**src/rtl/plab4_net_router_output_sched.sv**
```systemverilog
`default_nettype none
//------------------------------------------------------------------------------
// +--------------------------------------------------------------------------+
// | Module   : plab4_net_router_output_sched                                 |
// | Purpose  : Output-port scheduler for a ring router. It arbitrates among  |
// |            the west, terminal and east input ports with a round-robin    |
// |            pointer, tracks downstream queue credits, and registers the   |
// |            crossbar select for the output stage.                         |
// | Revision : 1.0 - initial release                                         |
// +--------------------------------------------------------------------------+
//
// Ports
//   clk         : single clock; all state updates on the rising edge
//   reset       : asynchronous, active-low reset
//   reqs[2:0]   : requests ([2]=west, [1]=terminal, [0]=east)
//   grants[2:0] : combinational one-hot (or zero) grant, same bit mapping
//   credit_ret  : downstream router freed one queue entry this cycle
//   num_free    : registered credit count
//   out_val     : registered valid for the crossbar output stage
//   xbar_sel    : registered crossbar select (2=west, 1=terminal, 0=east)
//   credit_err  : sticky credit-overflow flag, cleared only by reset
//   num_grants  : (optional) saturating 16-bit grant counter
//
// Configuration
//   PLAB4_NET_ROUTER_OUTPUT_SCHED_STATS_EN : when defined, adds the num_grants
//   output and its counter. Absent otherwise; all other behaviour identical.
//------------------------------------------------------------------------------
module plab4_net_router_output_sched #(
  parameter int p_num_entries    = 4,
  parameter int p_num_free_nbits = 3
) (
  input  logic                        clk,
  input  logic                        reset,
  input  logic [2:0]                  reqs,
  output logic [2:0]                  grants,
  input  logic                        credit_ret,
  output logic [p_num_free_nbits-1:0] num_free,
  output logic                        out_val,
  output logic [1:0]                  xbar_sel,
  output logic                        credit_err
`ifdef PLAB4_NET_ROUTER_OUTPUT_SCHED_STATS_EN
  ,
  output logic [15:0]                 num_grants
`endif
);

  localparam logic [p_num_free_nbits-1:0] c_full = p_num_free_nbits'(p_num_entries);
  localparam logic [p_num_free_nbits-1:0] c_one  = p_num_free_nbits'(1);
  localparam logic [p_num_free_nbits-1:0] c_two  = p_num_free_nbits'(2);
  localparam logic [2:0]                  c_ptr_rst = 3'b100;

  logic [2:0]                  r_ptr;
  logic [p_num_free_nbits-1:0] r_num_free;
  logic                        r_out_val;
  logic [1:0]                  r_xbar_sel;
  logic                        r_credit_err;

  logic [2:0] w_elig;
  logic [2:0] w_grants;
  logic       w_any_grant;
  logic [1:0] w_grant_idx;

  // Eligibility looks only at the registered count, so a same-cycle credit
  // return never opens a slot. The terminal port needs two credits so that
  // injected traffic can never consume the last slot (bubble reservation),
  // which keeps the ring deadlock-free.
  always_comb begin
    w_elig    = 3'b000;
    w_elig[2] = reqs[2] && (r_num_free >= c_one);
    w_elig[1] = reqs[1] && (r_num_free >= c_two);
    w_elig[0] = reqs[0] && (r_num_free >= c_one);
  end

  // Search begins at the pointer bit and descends cyclically 2->1->0->2.
  always_comb begin
    w_grants = 3'b000;
    if (reset) begin
      case (r_ptr)
        3'b100: begin
          if      (w_elig[2]) w_grants = 3'b100;
          else if (w_elig[1]) w_grants = 3'b010;
          else if (w_elig[0]) w_grants = 3'b001;
        end
        3'b010: begin
          if      (w_elig[1]) w_grants = 3'b010;
          else if (w_elig[0]) w_grants = 3'b001;
          else if (w_elig[2]) w_grants = 3'b100;
        end
        default: begin
          if      (w_elig[0]) w_grants = 3'b001;
          else if (w_elig[2]) w_grants = 3'b100;
          else if (w_elig[1]) w_grants = 3'b010;
        end
      endcase
    end
  end

  assign w_any_grant = |w_grants;
  assign w_grant_idx = w_grants[2] ? 2'd2 : (w_grants[1] ? 2'd1 : 2'd0);

  always_ff @(posedge clk or negedge reset) begin
    if (!reset) begin
      r_ptr        <= c_ptr_rst;
      r_num_free   <= c_full;
      r_out_val    <= 1'b0;
      r_xbar_sel   <= 2'b00;
      r_credit_err <= 1'b0;
    end else begin
      if (w_any_grant) begin
        // Rotating the one-hot grant right puts the pointer just below the
        // winner, so the winner becomes lowest priority next time.
        r_ptr      <= {w_grants[0], w_grants[2:1]};
        r_out_val  <= 1'b1;
        r_xbar_sel <= w_grant_idx;
      end else begin
        r_out_val  <= 1'b0;
      end

      case ({w_any_grant, credit_ret})
        2'b10: r_num_free <= r_num_free - c_one;
        2'b01: begin
          // A return with every entry already free means the neighbour
          // returned a credit it never held; hold the count and flag it.
          if (r_num_free == c_full) r_credit_err <= 1'b1;
          else                      r_num_free   <= r_num_free + c_one;
        end
        default: ;
      endcase
    end
  end

`ifdef PLAB4_NET_ROUTER_OUTPUT_SCHED_STATS_EN
  logic [15:0] r_num_grants;

  always_ff @(posedge clk or negedge reset) begin
    if (!reset) begin
      r_num_grants <= 16'h0000;
    end else if (w_any_grant && (r_num_grants != 16'hFFFF)) begin
      r_num_grants <= r_num_grants + 16'h0001;
    end
  end

  assign num_grants = r_num_grants;
`endif

  assign grants     = w_grants;
  assign num_free   = r_num_free;
  assign out_val    = r_out_val;
  assign xbar_sel   = r_xbar_sel;
  assign credit_err = r_credit_err;

endmodule
`default_nettype wire
```
**config.mk**
```make
export PLATFORM = sky130hd
export DESIGN_NAME = plab4_net_router_output_sched
export DESIGN_NICKNAME = d
export VERILOG_FILES = /design/src/rtl/plab4_net_router_output_sched.sv
export SDC_FILE = /design/constraint.sdc
export NUM_CORES = 1
export LEC_CHECK = 0
export CORE_MARGIN = 2
export CORE_UTILIZATION = 46
export CTS_BUF_LIST = sky130_fd_sc_hd__clkbuf_16
export DETAILED_ROUTE_END_ITERATION = 10
export GPL_ROUTABILITY_DRIVEN = 0
export HOLD_SLACK_MARGIN = 0.05
export PLACE_DENSITY = 0.76
export SLEW_MARGIN = 20
export SYNTH_ARGS = -nofsm -noshare
export SYNTH_HDL_FRONTEND = slang
export SYNTH_SLANG_ARGS = --single-unit
```
**constraint.sdc**
```tcl
create_clock -name clk -period 2.7 [get_ports clk]
set_clock_uncertainty 0.05 [all_clocks]
set_input_delay 0.81 -clock clk [delete_from_list [all_inputs] [get_ports clk]]
set_output_delay 0.81 -clock clk [all_outputs]
set_load 0.02 [all_outputs]
```
; After elaboration in Yosys (flattened, before gate mapping)
; Cells that the tools add are included.
[word_totals]
output_inout_bits = 10
elab_cells = 38
ff_bits = 10
[classes]
magnitude_cmp = 2
addsub = 2
n_mux = 16
n_reduce_logical = 7
eq_ne = 6
[ops]
columns = operator, count
row1 = $mux W3, 8
row2 = $pmux W3 S2, 2
row3 = $eq A3 B3 Y1 const B, 2
row4 = $mux W2, 3
row5 = $reduce_and A2 Y1, 2
row6 = $add A3 B1 Y3 const B, 1
row7 = $eq A3 B2 Y1 const B, 1
row8 = $ge A3 B1 Y1 const B, 1
row9 = $ge A3 B2 Y1 const B, 1
row10 = $logic_and A1 B1 Y1, 3
row11 = $mux W1, 3
row12 = $reduce_or A3 Y1, 1
row13 = $sub A3 B1 Y3 const B, 1
row14 = $eq A2 B1 Y1 const B, 1
row15 = $eq A2 B2 Y1 const B, 1
row16 = $ne A2 B2 Y1 const B, 1
row17 = $reduce_bool A2 Y1, 1

; Depth between registers and ports, before layout
[logic_depth]
ltp_word = 11
mapped_depth = 8
depth_no_buf = 8

; Least setup slack after synthesis
; No wires, ideal clock.
[synth_timing]
path_type = input-to-output
from = in reqs[1]
to = out grants[2]
n_path_buf = 1
path_stages = 5
slack_ns = 0.183
arrival_ns = 1.657
path_cell_list = o21a_1 a21oi_1 nand3_1 inv_2 buf_4
[synth_between]
elab_chain_len = 4
[synth_rtl]
columns = element, line_no
row1 = start: declaration, 34  ; input logic [2:0] reqs,
row2 = $logic_and A1 B1 Y1, 70  ; w_elig[1] = reqs[1] && (r_num_free >= c_two);
row3 = $mux W3, 85  ; if (w_elig[1]) w_grants = 3'b010;
row4 = $pmux W3 S2, 78  ; case (r_ptr)
row5 = $mux W3, 77  ; if (reset) begin
row6 = end: declaration, 35  ; output logic [2:0] grants,
; No other way between the ends.

; Final worst setup path
[layout_timing]
from = in reqs[1]
to = reg r_xbar_sel[0] (netlist: xbar_sel[0])
[layout_between]
elab_chain_len = 8
word_cells_on_any_way = 12
cone_classes = 10 x mux / 2 x reduce/logical
[layout_rtl]
columns = element, line_no
row1 = $logic_and A1 B1 Y1 *, 70
row2 = $mux W2, 92  ; else if (w_elig[1]) w_grants = 3'b010;
row3 = $mux W3, 91  ; else if (w_elig[2]) w_grants = 3'b100;
row4 = $mux W3, 90  ; if (w_elig[0]) w_grants = 3'b001;
row5 = $pmux W3 S2 *, 78
row6 = $mux W3 *, 77
row7 = $mux W1, 99  ; assign w_grant_idx = w_grants[2] ? 2'd2 : (w_grants[1] ? 2'd1 : 2'd0);
row8 = $mux W2, 99
row9 = end signal: assignment, 114  ; r_xbar_sel <= w_grant_idx;
row10 = end: declaration, 55  ; logic [1:0] r_xbar_sel;
; Mark *: on every way between the ends. The rest lies on a longest branch, timed or not.
; A chain may end at the register's enable or synchronous reset.

==> flow_metrics.env <==
export IMPL_outcome="completed"
export IMPL_pin_count=16
export IMPL_wirelength_um=2180
export IMPL_worstHoldPathType="flip-flop to flip-flop"
export IMPL_wire_per_inst_um=17.5
export IMPL_layout_drive_gt1_share=0.391
export IMPL_ys_seq_area_frac=0.371
export IMPL_clock_sinks=9
export IMPL_synth_edff_count=0
export IMPL_start_util=0.484
export IMPL_overflow=0
export IMPL_ys_top_cells_by_count="dfrtp_1 (7), nand2_1 (6), inv_1 (5), ha_1 (4)"
export IMPL_end_kind="flip-flop"
export IMPL_vias=745
export IMPL_relSlewSlack=0.634
export IMPL_grt_usage=0.328
export IMPL_worst_pin_slew_ns=0.548
export IMPL_synth_top_area_share=0.285
export IMPL_clk_pin_slew_ns=0.04
export IMPL_fmax_mhz=383
export IMPL_std_cell_rows=13
export IMPL_final_period_utilization=0.968
export IMPL_drt_met1_wl_um=933
export IMPL_grt_pass1_vias=705
export IMPL_nets=121
export IMPL_wl_met3_um=103
export IMPL_wl_met2_um=1010
export IMPL_synth_most_common_cell="dfrtp_1"
export IMPL_routed_via_density=5.96
export IMPL_async_flop_share=1.00
export IMPL_synth_area_per_cell_um2=9.17
export IMPL_postRouteAntennaNets=0
export IMPL_clk_path_buf_depth=2
export IMPL_firstDrtPassIters=4
export IMPL_syn_inst=67
export IMPL_yosys_warnings=0
export IMPL_cp_data_required_time_ns=2.77
export IMPL_final_cells=125
export IMPL_start_kind="input pin"
export IMPL_drv_slew=0
export IMPL_dp_cells=111
export IMPL_diodes=0
export IMPL_hpwl_um=1210
export IMPL_synth_nets=77
export IMPL_rsz0062_at_grt="false"
export IMPL_p_leak_nw=0.527
export IMPL_coreArea_mm2=0.00127
export IMPL_highest_layer="met4"
export IMPL_finalSetupViolations=0
export IMPL_cts_root_buf="clkbuf_16"
export IMPL_synth_seq_cells=9
export IMPL_antenna_found_initial=0
export IMPL_critPathMaxFanout=3
export IMPL_drtIter0Drc=24
export IMPL_power_density_mw_per_mm2=1210
export IMPL_die_h_um=40.5
export IMPL_clk_latency_ns=0.24
export IMPL_cp_arrival_ns=2.68
export IMPL_grt_pass1_wl_um=3330
export IMPL_synth_cell_types=36
export IMPL_areaGrowthSynthToFinish_pct=72.3
export IMPL_die_area_mm2=0.00164
export IMPL_cts_buffers=3
export IMPL_hold_viol_final=0
export IMPL_worst_setup_path_type="input pin to flip-flop"
export IMPL_post_route_min_period_ns=2.61
export IMPL_hold_buffers=0
export IMPL_cts_htree_levels=1
export IMPL_cts_tree="done"
export IMPL_cap_violations=0
export IMPL_synth_largest_area_cell="dfrtp_1"
export IMPL_post_route_drc_count=0
export IMPL_die_w_um=40.5
export IMPL_grt_max_degree=12
export IMPL_netlist_area_um2=614
export IMPL_synth_ff_type="dfrtp_1"
export IMPL_synth_area_top_cells="dfrtp_1 (29%), dfstp_2 (8.6%), ha_1 (8.1%), nand2_1 (3.7%), inv_1 (3.1%)"
export IMPL_peakVddDrop_mv=0.901
export IMPL_portBuffers=15
export IMPL_finalHoldWorstSlack_ns=0.426
export IMPL_r2r_setup_slack_ns=0.30
[through the flow]
step	total power, mW	setup TNS [ns]	instance area, um2	worst slack (ns)	utilization
2_1_floorplan	0.612	0	614	0.183	-
3_3_place_gp	0.886	-2.41	892	-0.597	0.703
3_5_place_dp	0.905	-2.53	892	-0.605	0.703
4_1_cts	1.23	0	1050	0.0964	0.824
5_1_grt	1.35	0	1060	0.000682	0.834
6_report	1.28	0	1060	0.0864	0.834
[worst max-delay path, cell delays in order]
cell and delay (ns):
dlygate4sd2_1 0.26, o22ai_1 0.15, a21o_1 0.18, nand3_2 0.09
buf_4 0.14, buf_4 0.12, buf_4 0.12, buf_4 0.12
buf_4 0.12, buf_4 0.12, buf_4 0.12, buf_4 0.12
a21oi_1 0.15, nor2_1 0.06
[report_power, final]
| part | leakage [nW] | total (mW) | internal, mW | switching, mW |
|---|---|---|---|---|
| Sequential | 0.104 | 0.289 | 0.214 | 0.0755 |
| Combinational | 0.380 | 0.729 | 0.372 | 0.357 |
| Clock | 0.0423 | 0.260 | 0.194 | 0.0665 |
| Total | 0.526 | 1.28 | 0.779 | 0.499 |
[path summary, 6_finish.rpt]
kind | start | end | depth (start not counted)
worst max-delay path | reqs[1] | xbar_sel[0] | 14
worst min-delay path | credit_err | credit_err | 1
worst max register to register | num_free[1] | xbar_sel[0] | 15
worst min register to register | credit_err | credit_err | 1
max in group asynchronous | reset | r_ptr[2] | 3
min in group asynchronous | reset | num_free[1] | 3
[per-layer routing]
layer / global-route usage / vias up
met5: 0 / -
met4: 0.217 / 0
met3: 0.111 / 17
met2: 0.520 / 33
met1: 0.367 / 358
li1: - / 337
[placed cells by master (no fill, tap or decap), types with 2 or more instances in the layout]
cell / synthesis / final
a21o_1: 2 / 2
a21oi_1: 3 / 2
a31oi_1: 2 / 2
buf_2: 0 / 2
buf_4: 2 / 27
clkbuf_16: 0 / 3
clkdlybuf4s50_1: 0 / 8
dfrtp_1: 7 / 7
dfstp_2: 2 / 2
dlygate4sd2_1: 0 / 4
ha_1: 4 / 4
inv_1: 5 / 6
nand2_1: 6 / 6
nand3_2: 0 / 2
nor2_1: 3 / 3
nor2b_1: 2 / 2
o21ai_0: 2 / 2
[sequential cells by signal, summed over array words and instances, names as in the netlist]
register	count
credit_err	1
num_free	3
out_val	1
r_ptr	3
xbar_sel	1
[area by class of cell]
class                   instances  area [um2]
inverters                       6        22.5
multi-input cells              49         372
clock buffers                   3        75.1
flip-flops and latches          9         228
fillers                        80         210
repair buffers                 42         339
well taps                      15        18.8
clock inverters                 1        3.75
[what timing repair did]
action                                  CTS  global route
setup buffers                            10             0
gates resized for setup                  21             2
pin swaps                                 2             2
endpoints found under the setup margin    4             1
[cells by family (layout without fill, tap and decap cells)]
kind of cell | count (synthesis) | after routing | synth area share
compound gates | 22 | 22 | 0.273
fa+ha+maj | 4 | 4 | 0.0815
flops | 9 | 9 | 0.371
simple gates | 23 | 23 | 0.208
buf+inv | 9 | 52 | 0.0672
Note: power is estimated with default switching activity, not from simulation.
